**src/rtl/cam_pkg.sv**
```systemverilog
// Shared types and constants for the camera capture controller.
package cam_pkg;

    typedef enum logic [1:0] {
        ST_IDLE   = 2'd0,
        ST_ARMED  = 2'd1,
        ST_SYNC   = 2'd2,
        ST_ACTIVE = 2'd3
    } cap_state_t;

    localparam int FMT_RAW8   = 0;
    localparam int FMT_RGB565 = 1;
    localparam int SYNC_DEPTH = 2;

endpackage

```
**src/rtl/cam_sync.sv**
```systemverilog
// Multi-flop synchroniser with edge detect; q is the last sync stage, edges are
// taken against one extra registered copy of q.
module cam_sync
    import cam_pkg::*;
#(
    parameter int W = 1
) (
    input  logic         clk,
    input  logic         rst,
    input  logic [W-1:0] d,
    output logic [W-1:0] q,
    output logic [W-1:0] rise,
    output logic [W-1:0] fall
);

    logic [W-1:0] stage [SYNC_DEPTH];
    logic [W-1:0] prev;

    always_ff @(posedge clk or negedge rst) begin
        if (!rst) begin
            for (int i = 0; i < SYNC_DEPTH; i++) stage[i] <= '0;
            prev <= '0;
        end else begin
            stage[0] <= d;
            for (int i = 1; i < SYNC_DEPTH; i++) stage[i] <= stage[i-1];
            prev <= stage[SYNC_DEPTH-1];
        end
    end

    assign q    = stage[SYNC_DEPTH-1];
    assign rise = q & ~prev;
    assign fall = ~q & prev;

endmodule

```
**src/rtl/cam_capture_ctrl.sv**
```systemverilog
// OV7670-class frame capture: xclk generation, sensor sampling in clk, pixel
// assembly and frame-buffer writes with start/continuous control and error flags.
module cam_capture_ctrl
    import cam_pkg::*;
#(
    parameter int H_RES    = 640,
    parameter int V_RES    = 480,
    parameter int FORMAT   = 1,
    parameter int XCLK_DIV = 4,
    parameter int ADDR_W   = 19
) (
    input  logic              clk,
    input  logic              rst,
    input  logic              start,
    input  logic              continuous,
    input  logic              cam_vsync,
    input  logic              cam_href,
    input  logic              cam_pclk,
    input  logic [7:0]        cam_data,
    output logic              cam_xclk,
    output logic              cam_reset,
    output logic              cam_pwdn,
    output logic              we,
    output logic [ADDR_W-1:0] adr,
    output logic [15:0]       dat,
    output logic              busy,
    output logic              frame_done,
    output logic              err_line,
    output logic              err_ovf
);

    localparam bit RGB = (FORMAT == FMT_RGB565);
    localparam int PW  = $clog2(H_RES + 2);
    localparam int LW  = $clog2(V_RES + 2);
    localparam logic [PW-1:0]     PIX_H     = PW'(H_RES);
    localparam logic [LW-1:0]     LINE_V    = LW'(V_RES);
    localparam logic [ADDR_W:0]   PIX_TOTAL = (ADDR_W+1)'(H_RES * V_RES);
    localparam logic [7:0]        XCLK_LAST = 8'(XCLK_DIV - 1);

    cap_state_t        state_q, state_d;
    logic              active;
    logic [2:0]        ctl_q, ctl_rise, ctl_fall;
    logic [7:0]        data_q, data_rise, data_fall;
    logic [7:0]        xclk_cnt;
    logic [ADDR_W:0]   addr_cnt;
    logic [PW-1:0]     pix_cnt;
    logic [LW-1:0]     line_cnt;
    logic              phase;
    logic [7:0]        hi_byte;
    logic              vs_rise, vs_fall, href_lvl, href_rise, href_fall, pclk_rise;

    // Control bits {vsync, href, pclk} share one synchroniser so their edges stay aligned.
    cam_sync #(.W(3)) u_sync_ctl (
        .clk  (clk),
        .rst  (rst),
        .d    ({cam_vsync, cam_href, cam_pclk}),
        .q    (ctl_q),
        .rise (ctl_rise),
        .fall (ctl_fall)
    );

    cam_sync #(.W(8)) u_sync_data (
        .clk  (clk),
        .rst  (rst),
        .d    (cam_data),
        .q    (data_q),
        .rise (data_rise),
        .fall (data_fall)
    );

    assign vs_rise   = ctl_rise[2];
    assign vs_fall   = ctl_fall[2];
    assign href_lvl  = ctl_q[1];
    assign href_rise = ctl_rise[1];
    assign href_fall = ctl_fall[1];
    assign pclk_rise = ctl_rise[0];
    assign adr       = addr_cnt[ADDR_W-1:0];
    assign cam_pwdn  = 1'b0;

    always_ff @(posedge clk or negedge rst) begin
        if (!rst) begin
            xclk_cnt  <= '0;
            cam_xclk  <= 1'b0;
            cam_reset <= 1'b0;
        end else begin
            cam_reset <= 1'b1;
            if (xclk_cnt == XCLK_LAST) begin
                xclk_cnt <= '0;
                cam_xclk <= ~cam_xclk;
            end else begin
                xclk_cnt <= xclk_cnt + 8'd1;
            end
        end
    end

    always_ff @(posedge clk or negedge rst) begin
        if (!rst) state_q <= ST_IDLE;
        else      state_q <= state_d;
    end

    always_comb begin
        state_d = state_q;
        case (state_q)
            ST_IDLE:   if (start)   state_d = ST_ARMED;
            ST_ARMED:  if (vs_rise) state_d = ST_SYNC;
            ST_SYNC:   if (vs_fall) state_d = ST_ACTIVE;
            ST_ACTIVE: if (vs_rise) state_d = continuous ? ST_SYNC : ST_IDLE;
            default:                state_d = ST_IDLE;
        endcase
    end

    always_comb begin
        busy   = (state_q != ST_IDLE);
        active = (state_q == ST_ACTIVE);
    end

    always_ff @(posedge clk or negedge rst) begin
        if (!rst) begin
            we         <= 1'b0;
            dat        <= '0;
            frame_done <= 1'b0;
            err_line   <= 1'b0;
            err_ovf    <= 1'b0;
            addr_cnt   <= '0;
            pix_cnt    <= '0;
            line_cnt   <= '0;
            phase      <= 1'b0;
            hi_byte    <= '0;
        end else begin
            we         <= 1'b0;
            frame_done <= 1'b0;
            // adr shows the written address during the we cycle, then advances.
            if (we) addr_cnt <= addr_cnt + 1'b1;
            if (start && state_q == ST_IDLE) begin
                err_line <= 1'b0;
                err_ovf  <= 1'b0;
            end
            if (state_q == ST_SYNC && vs_fall) begin
                addr_cnt <= '0;
                pix_cnt  <= '0;
                line_cnt <= '0;
                phase    <= 1'b0;
            end
            if (active) begin
                if (pclk_rise && href_lvl) begin
                    if (RGB && !phase) begin
                        hi_byte <= data_q;
                        phase   <= 1'b1;
                    end else begin
                        phase <= 1'b0;
                        if (pix_cnt != '1) pix_cnt <= pix_cnt + 1'b1;
                        if (addr_cnt >= PIX_TOTAL || line_cnt >= LINE_V) begin
                            err_ovf <= 1'b1;
                        end else begin
                            we  <= 1'b1;
                            dat <= RGB ? {hi_byte, data_q} : {8'h00, data_q};
                        end
                    end
                end
                if (href_rise && line_cnt >= LINE_V) err_ovf <= 1'b1;
                // Line end: a pending high byte is dropped and flagged.
                if (href_fall) begin
                    if (pix_cnt != PIX_H || phase) err_line <= 1'b1;
                    if (line_cnt != '1) line_cnt <= line_cnt + 1'b1;
                    pix_cnt <= '0;
                    phase   <= 1'b0;
                end
                if (vs_rise) frame_done <= 1'b1;
            end
        end
    end

endmodule

```
**config.mk**
```make
export PLATFORM = sky130hd
export DESIGN_NAME = cam_capture_ctrl
export DESIGN_NICKNAME = d
export VERILOG_FILES = /design/src/rtl/cam_pkg.sv /design/src/rtl/cam_sync.sv /design/src/rtl/cam_capture_ctrl.sv
export SDC_FILE = /design/constraint.sdc
export NUM_CORES = 1
export LEC_CHECK = 0
export CORE_MARGIN = 2
export CORE_UTILIZATION = 52
export DETAILED_ROUTE_END_ITERATION = 10
export DONT_BUFFER_PORTS = 1
export PLACE_DENSITY_LB_ADDON = 0.05
export SLEW_MARGIN = 15
export SYNTH_ARGS = -nofsm -noshare
export SYNTH_HDL_FRONTEND = slang
export SYNTH_SLANG_ARGS = --single-unit
```
**constraint.sdc**
```tcl
create_clock -name clk -period 3.1 [get_ports clk]
set_input_delay 0.62 -clock clk [delete_from_list [all_inputs] [get_ports clk]]
set_output_delay 0.62 -clock clk [all_outputs]
set_load 0.01 [all_outputs]
```
# After elaboration in Yosys (flattened, before gate mapping)
# Index checks and enable logic that the tools add are counted.
dict set report word_totals {
  input_bits 15
  elab_cells 95
  output_inout_bits 43
  ff_bits 105
}
dict set report classes {
  add_sub_neg 4
  order_cmp 2
  n_eq_ne 11
  n_bitwise 7
  reduce_logical 12
  mux 40
}
# op n
set op_table {}
lappend op_table {{10-bit two-way mux} 6}
lappend op_table {{20-bit two-way mux} 2}
lappend op_table {{9-bit two-way mux} 4}
lappend op_table {{1-bit two-way mux} 21}
lappend op_table {{20-bit by 1-bit adder with 20-bit output, second input constant} 1}
lappend op_table {{20-bit by 19-bit >= comparator with 1-bit output, second input constant} 1}
lappend op_table {{10-bit inequality test, second input constant} 2}
lappend op_table {{10-bit by 1-bit adder with 10-bit output, second input constant} 1}
lappend op_table {{2-bit two-way mux} 5}
lappend op_table {{9-bit by 1-bit adder with 9-bit output, second input constant} 1}
lappend op_table {{9-bit >= comparator, second input constant} 1}
lappend op_table {{9-bit inequality test, second input constant} 1}
lappend op_table {{8-bit by 1-bit adder with 8-bit output, second input constant} 1}
lappend op_table {{8-bit by 2-bit == test with 1-bit output, second input constant} 1}
lappend op_table {{8-bit two-way mux} 1}
lappend op_table {{2-bit case mux with 4 select lines} 1}
lappend op_table {{4-bit AND reduction} 2}
lappend op_table {{3-bit bitwise AND} 2}
lappend op_table {{2-bit inequality test, second input constant} 3}
lappend op_table {{3-bit NOT} 2}
lappend op_table {{2-bit == test, second input constant} 2}
lappend op_table {{1-bit logical AND} 4}
lappend op_table {{2-bit nonzero test} 2}
lappend op_table {{1-bit NOT} 3}
lappend op_table {{5 further kinds} 6}

# Longest topological paths before layout
dict set report logic_depth {
  ltp_word 9
  ltp_mapped 8
}

# Modules after synthesis
# From an unflattened synthesis, not the netlist that was laid out.
dict set report unflattened {
  hier_cells 444
  hier_area_um2 5092.4
}
# mod area_each_um2 n_inst seq_area_each_um2 cells_per_inst
set by_module_without_submodules {}
lappend by_module_without_submodules {cam_capture_ctrl 3991.3 1 2001.9 378}
lappend by_module_without_submodules {{cam_sync at u_sync_data} 800.8 1 600.6 48}
lappend by_module_without_submodules {{cam_sync at u_sync_ctl} 300.3 1 225.2 18}

# Least setup slack after synthesis
# Ideal clock, no wire load.
dict set report synth_path {
  path_type {reg2reg}
  start {register line_cnt[2]}
  end {register line_cnt[5]}
  required_time_ns 2.975
  stages_incl_launch_ff 9
  arrival_ns 1.903
  setup_ns 0.125
  setup_slack_ns 1.071
  synth_period_minus_slack_ns 2.029
  path_cell_list {dfrtp_1 > and3_1 > and3_1 > and3_1 > ha_1 > nor3_1 > clkbuf_1 > nand4_1 > mux2i_1}
}
dict set report synth_between {
  elab_chain_len 4
  elab_cells_between_ends 5
}
# element line
set synth_rtl {}
lappend synth_rtl {{start, declared} cam_capture_ctrl.sv:47} ;# logic [LW-1:0] line_cnt;
lappend synth_rtl {{start signal, assigned} cam_capture_ctrl.sv:164} ;# if (line_cnt != '1) line_cnt <= line_cnt + 1'b1;
lappend synth_rtl {{9-bit by 1-bit adder with 9-bit output / 9-bit inequality test (equally long branches)} cam_capture_ctrl.sv:164}
lappend synth_rtl {{9-bit two-way mux (*)} cam_capture_ctrl.sv:164}
lappend synth_rtl {{9-bit two-way mux (*)} cam_capture_ctrl.sv:162} ;# if (href_fall) begin
lappend synth_rtl {{9-bit two-way mux (*)} cam_capture_ctrl.sv:144} ;# if (active) begin
# Mark *: on every way between the ends. The rest lies on a longest branch, timed or not.
# A chain may end at the register's enable or synchronous reset.

# Final worst setup path
dict set report layout_path {
  start {register we}
  end {register addr_cnt[19]}
}
dict set report layout_between {
  elab_chain_len 1
}
# element line
set layout_rtl {}
lappend layout_rtl {{start, declared} cam_capture_ctrl.sv:23} ;# output logic we,
lappend layout_rtl {{start signal, assigned} cam_capture_ctrl.sv:119} ;# we <= 1'b0;
lappend layout_rtl {{start signal, assigned} cam_capture_ctrl.sv:130} ;# we <= 1'b0;
lappend layout_rtl {{start signal, assigned} cam_capture_ctrl.sv:155} ;# we <= 1'b1;
lappend layout_rtl {{2-bit nonzero test (no line)} --}
lappend layout_rtl {{end signal, assigned} cam_capture_ctrl.sv:133} ;# if (we) addr_cnt <= addr_cnt + 1'b1;
lappend layout_rtl {{end, declared} cam_capture_ctrl.sv:45} ;# logic [ADDR_W:0] addr_cnt;
# Every way passes these cells.

==> metrics <==
TNS Setup=0 ns; Adder-Cell Fraction of Synth Area=2.194%; Min Clock Period, post-route=~2.1 ns; First DRT Iteration DRCs=approximately 100; placed insts=between 400 and 500; Hold Crit Class=primary input to asynchronous set/reset pin; most frequent cell after synthesis=dfrtp_1; Total Routing Usage GR=17.75%; Synth Register Bits=around 110; Die Area=~0.0095 mm²; DR vias/cell=around 5.7; IO buf count=0; IO Pins=58; Post-synth EDFFs=0; fin nets=around 400; first-pass GRT wire length=13700 µm; Die Ht=approximately 98 µm; clock sink count=about 110; total gr overflow=0; final instance area=0.004793 mm²; wire length per cell=16.17 µm; layout cells sized above 1=14.02%; clk root buf=clkbuf_8; CTS tree=done; Post-synth top cells=dfrtp_1, nand2_1, mux2_2, buf_4, nor2_1; Detail Placement HPWL=between 5000 and 6000 µm; post-synthesis compound-gate area fraction=6.308%; mux contribution to synthesized area=7.680%; Starting Density=53.09%; CP max FO=12; First-pass DRT Iterations=4; WP buf/inv=0; Synth Flop Type=dfrtp_1; outcome=complete, no violations; master of the slowest instance on the critical path=dfrtp_1; CP top delay family=simple AND/OR/NAND/NOR gates; fillers=~720; Crit Path Category=flop to flop; placed cell area=around 0.0045 mm²; Syn Nets=about 410; LEAKAGE=2.167 nW; Remaining DRCs=0; post-synthesis xor/xnor area fraction=under 10%; largest family of logic cells by synthesized area=simple AND/OR/NAND/NOR gates; max-cap viol count=0; Seq/Total Area, Yosys=a little under three fifths; CP Launch Type=flop; CP Cell Sequence=nand4_2 > or3_4 > or4_1 > a21oi_1; Clock Latency Late Sink=0.36 ns; core area=0.008593 mm²; Max IR drop VDD=0.3690 mV; Simple-Gate Fraction of Synth Area=16.57%; RSZ-0062 raised after global routing=false; Mean Syn Cell Area=11.67 µm²; CTS buffer count=9; placer congestion estimate=0.7609; area leader, netlist=dfrtp_1; ys async rst share=100.0%; Max stage delay on crit path=0.58 ns; vias in the first global route=~2700; Area growth syn-to-layout=5.074%; P per Cell Area=635.8 mW/mm²; final setup fails=0; routed wire length=7874 µm; worst hold slack=0.1455 ns; Die X=97.67 µm; crit share post-route=between 60 and 70%; slew margin rel.=44.35%; top-area cell type share of the netlist area=57.60%; antenna violations before repair=1; final std cells w/o fill=487; CTS Buffer Depth=2; ranking of synthesized cells by area=dfrtp_1, mux2_2, buf_4; Std-Cell Rows=34; YS warnings=0; largest net degree at the start of global routing=106; antenna-violating nets left=0; Data arrival, critical path=~2.4 ns; Max Clk Rate=473.7 MHz; Synth Instances=just under 400; synthesized area=0.004562 mm²; hold violation count in the final report=0; Setup crit end kind=flop; skew final=0.01315 ns; Req. time, crit path=3.40 ns; total number of vias=roughly 2800; Reg clk slew, reported paths=0.11 ns; Worst Max-Slew Pin Slew=0.8302 ns; final core occ=55.78%; htree depth=3; Netlist cell types=50; Final Max Tran Viols=0
## layer usage
| layer | up-vias | part of all wire (%) | routed length (µm) | track usage, % |
|---|---|---|---|---|
| li1 | 1325 | - | - | - |
| met1 | 1384 | 46 | 3585 | 24.39 |
| met2 | 67 | 47 | 3696 | 26.90 |
| met3 | 4 | 7.0 | 550 | 6.547 |
| met4 | 0 | 0.53 | 42 | 4.701 |
| met5 | - | 0 | 0 | 0 |
## worst register-to-register path, cell delays in order, from the launching register on
cell     delay, ns
dfrtp_1       0.58
nand4_2       0.32
or3_4         0.50
or4_1         0.51
a21oi_1       0.15
## stage by stage
stage / power, W / setup slack [ns]
floorplan: 0.002009 / 1.071
global placement: 0.002092 / 1.012
global route: 0.003234 / 0.7997
finish: 0.003048 / 0.9888
detailed placement: 0.002110 / 0.9864
CTS: 0.003109 / 0.9747
## power by group
group | total (W) | leakage (nW) | internal (W) | switching, W
combinational | 0.000355 | 0.682 | 0.000176 | 0.000179
sequential | 0.00175 | 1.37 | 0.00155 | 0.000203
clock | 0.000943 | 0.119 | 0.000412 | 0.000531
total | 0.00305 | 2.17 | 0.00213 | 0.000913
## registers in the layout (all words and copies together), names as in the netlist
register           count
line_cnt               9
err_line               1
u_sync_data.q          8
dat                   16
hi_byte                8
state_q                2
u_sync_ctl.prev        3
u_sync_data.stage      8
u_sync_ctl.stage       3
cam_reset              1
u_sync_ctl.q           3
phase                  1
err_ovf                1
addr_cnt              20
we                     1
xclk_cnt               8
cam_xclk               1
pix_cnt               10
frame_done             1
## area by class of cell
cell class	count	area (µm²)	share of cell area, %
Multi-Input combinational cell	241	1692	35.29
Inverter	12	45.04	0.9397
Timing Repair Buffer	4	50.05	1.044
Clock buffer	9	123.9	2.584
Tap cell	108	135.1	2.819
Sequential cell	105	2628	54.82
Antenna cell	1	2.502	0.05221
Clock inverter	7	117.6	2.454
## repair_timing
item	in CTS	in global routing
setup buffers	0	0
resized for setup	0	0
endpoints found under the hold margin	105	0
hold buffers	1	0
## cells in the final DEF (no fill, tap or decap), drive strengths merged, types with 3 or more instances in the layout
cell    count
nand4b      3
nor4b       3
a21oi      13
o21ai      10
nand4      12
o31ai       7
or2         5
clkbuf      9
nor2b       3
nand2b      4
nor4        5
and3       10
dfrtp     105
clkinv      4
nor2       20
or4         4
xor2        5
ha          8
nor3        8
or3         6
mux2i       8
inv        14
nand3      15
mux2       24
buf         4
xnor2      15
nand2      27
and4        3
a31oi       3
## final timing paths
| path | slack, ns | cells after the start | start | to |
|---|---|---|---|---|
| max | 0.99 | 4 | we | addr_cnt[19] |
| min in group clk | 0.27 | 0 | cam_data[0] | u_sync_data.stage[8] |
| max reg2reg | 0.99 | 4 | we | addr_cnt[19] |
| min | 0.15 | 1 | rst | pix_cnt[0] |
| min reg2reg | 0.36 | 0 | u_sync_data.stage[9] | u_sync_data.q[1] |
| max in group asynchronous | 2.54 | 1 | rst | dat[9] |
## cell families after synthesis
family / count (synthesis)
AND/OR/NAND/NOR: 134
flip-flops: 105
AO/OA/AOI/OAI: 45
buffers and inverters: 45
multiplexers: 32
XOR/XNOR: 20
adder cells (fa/ha/maj): 8
other: 2
Power figures use the tool's default switching activity.
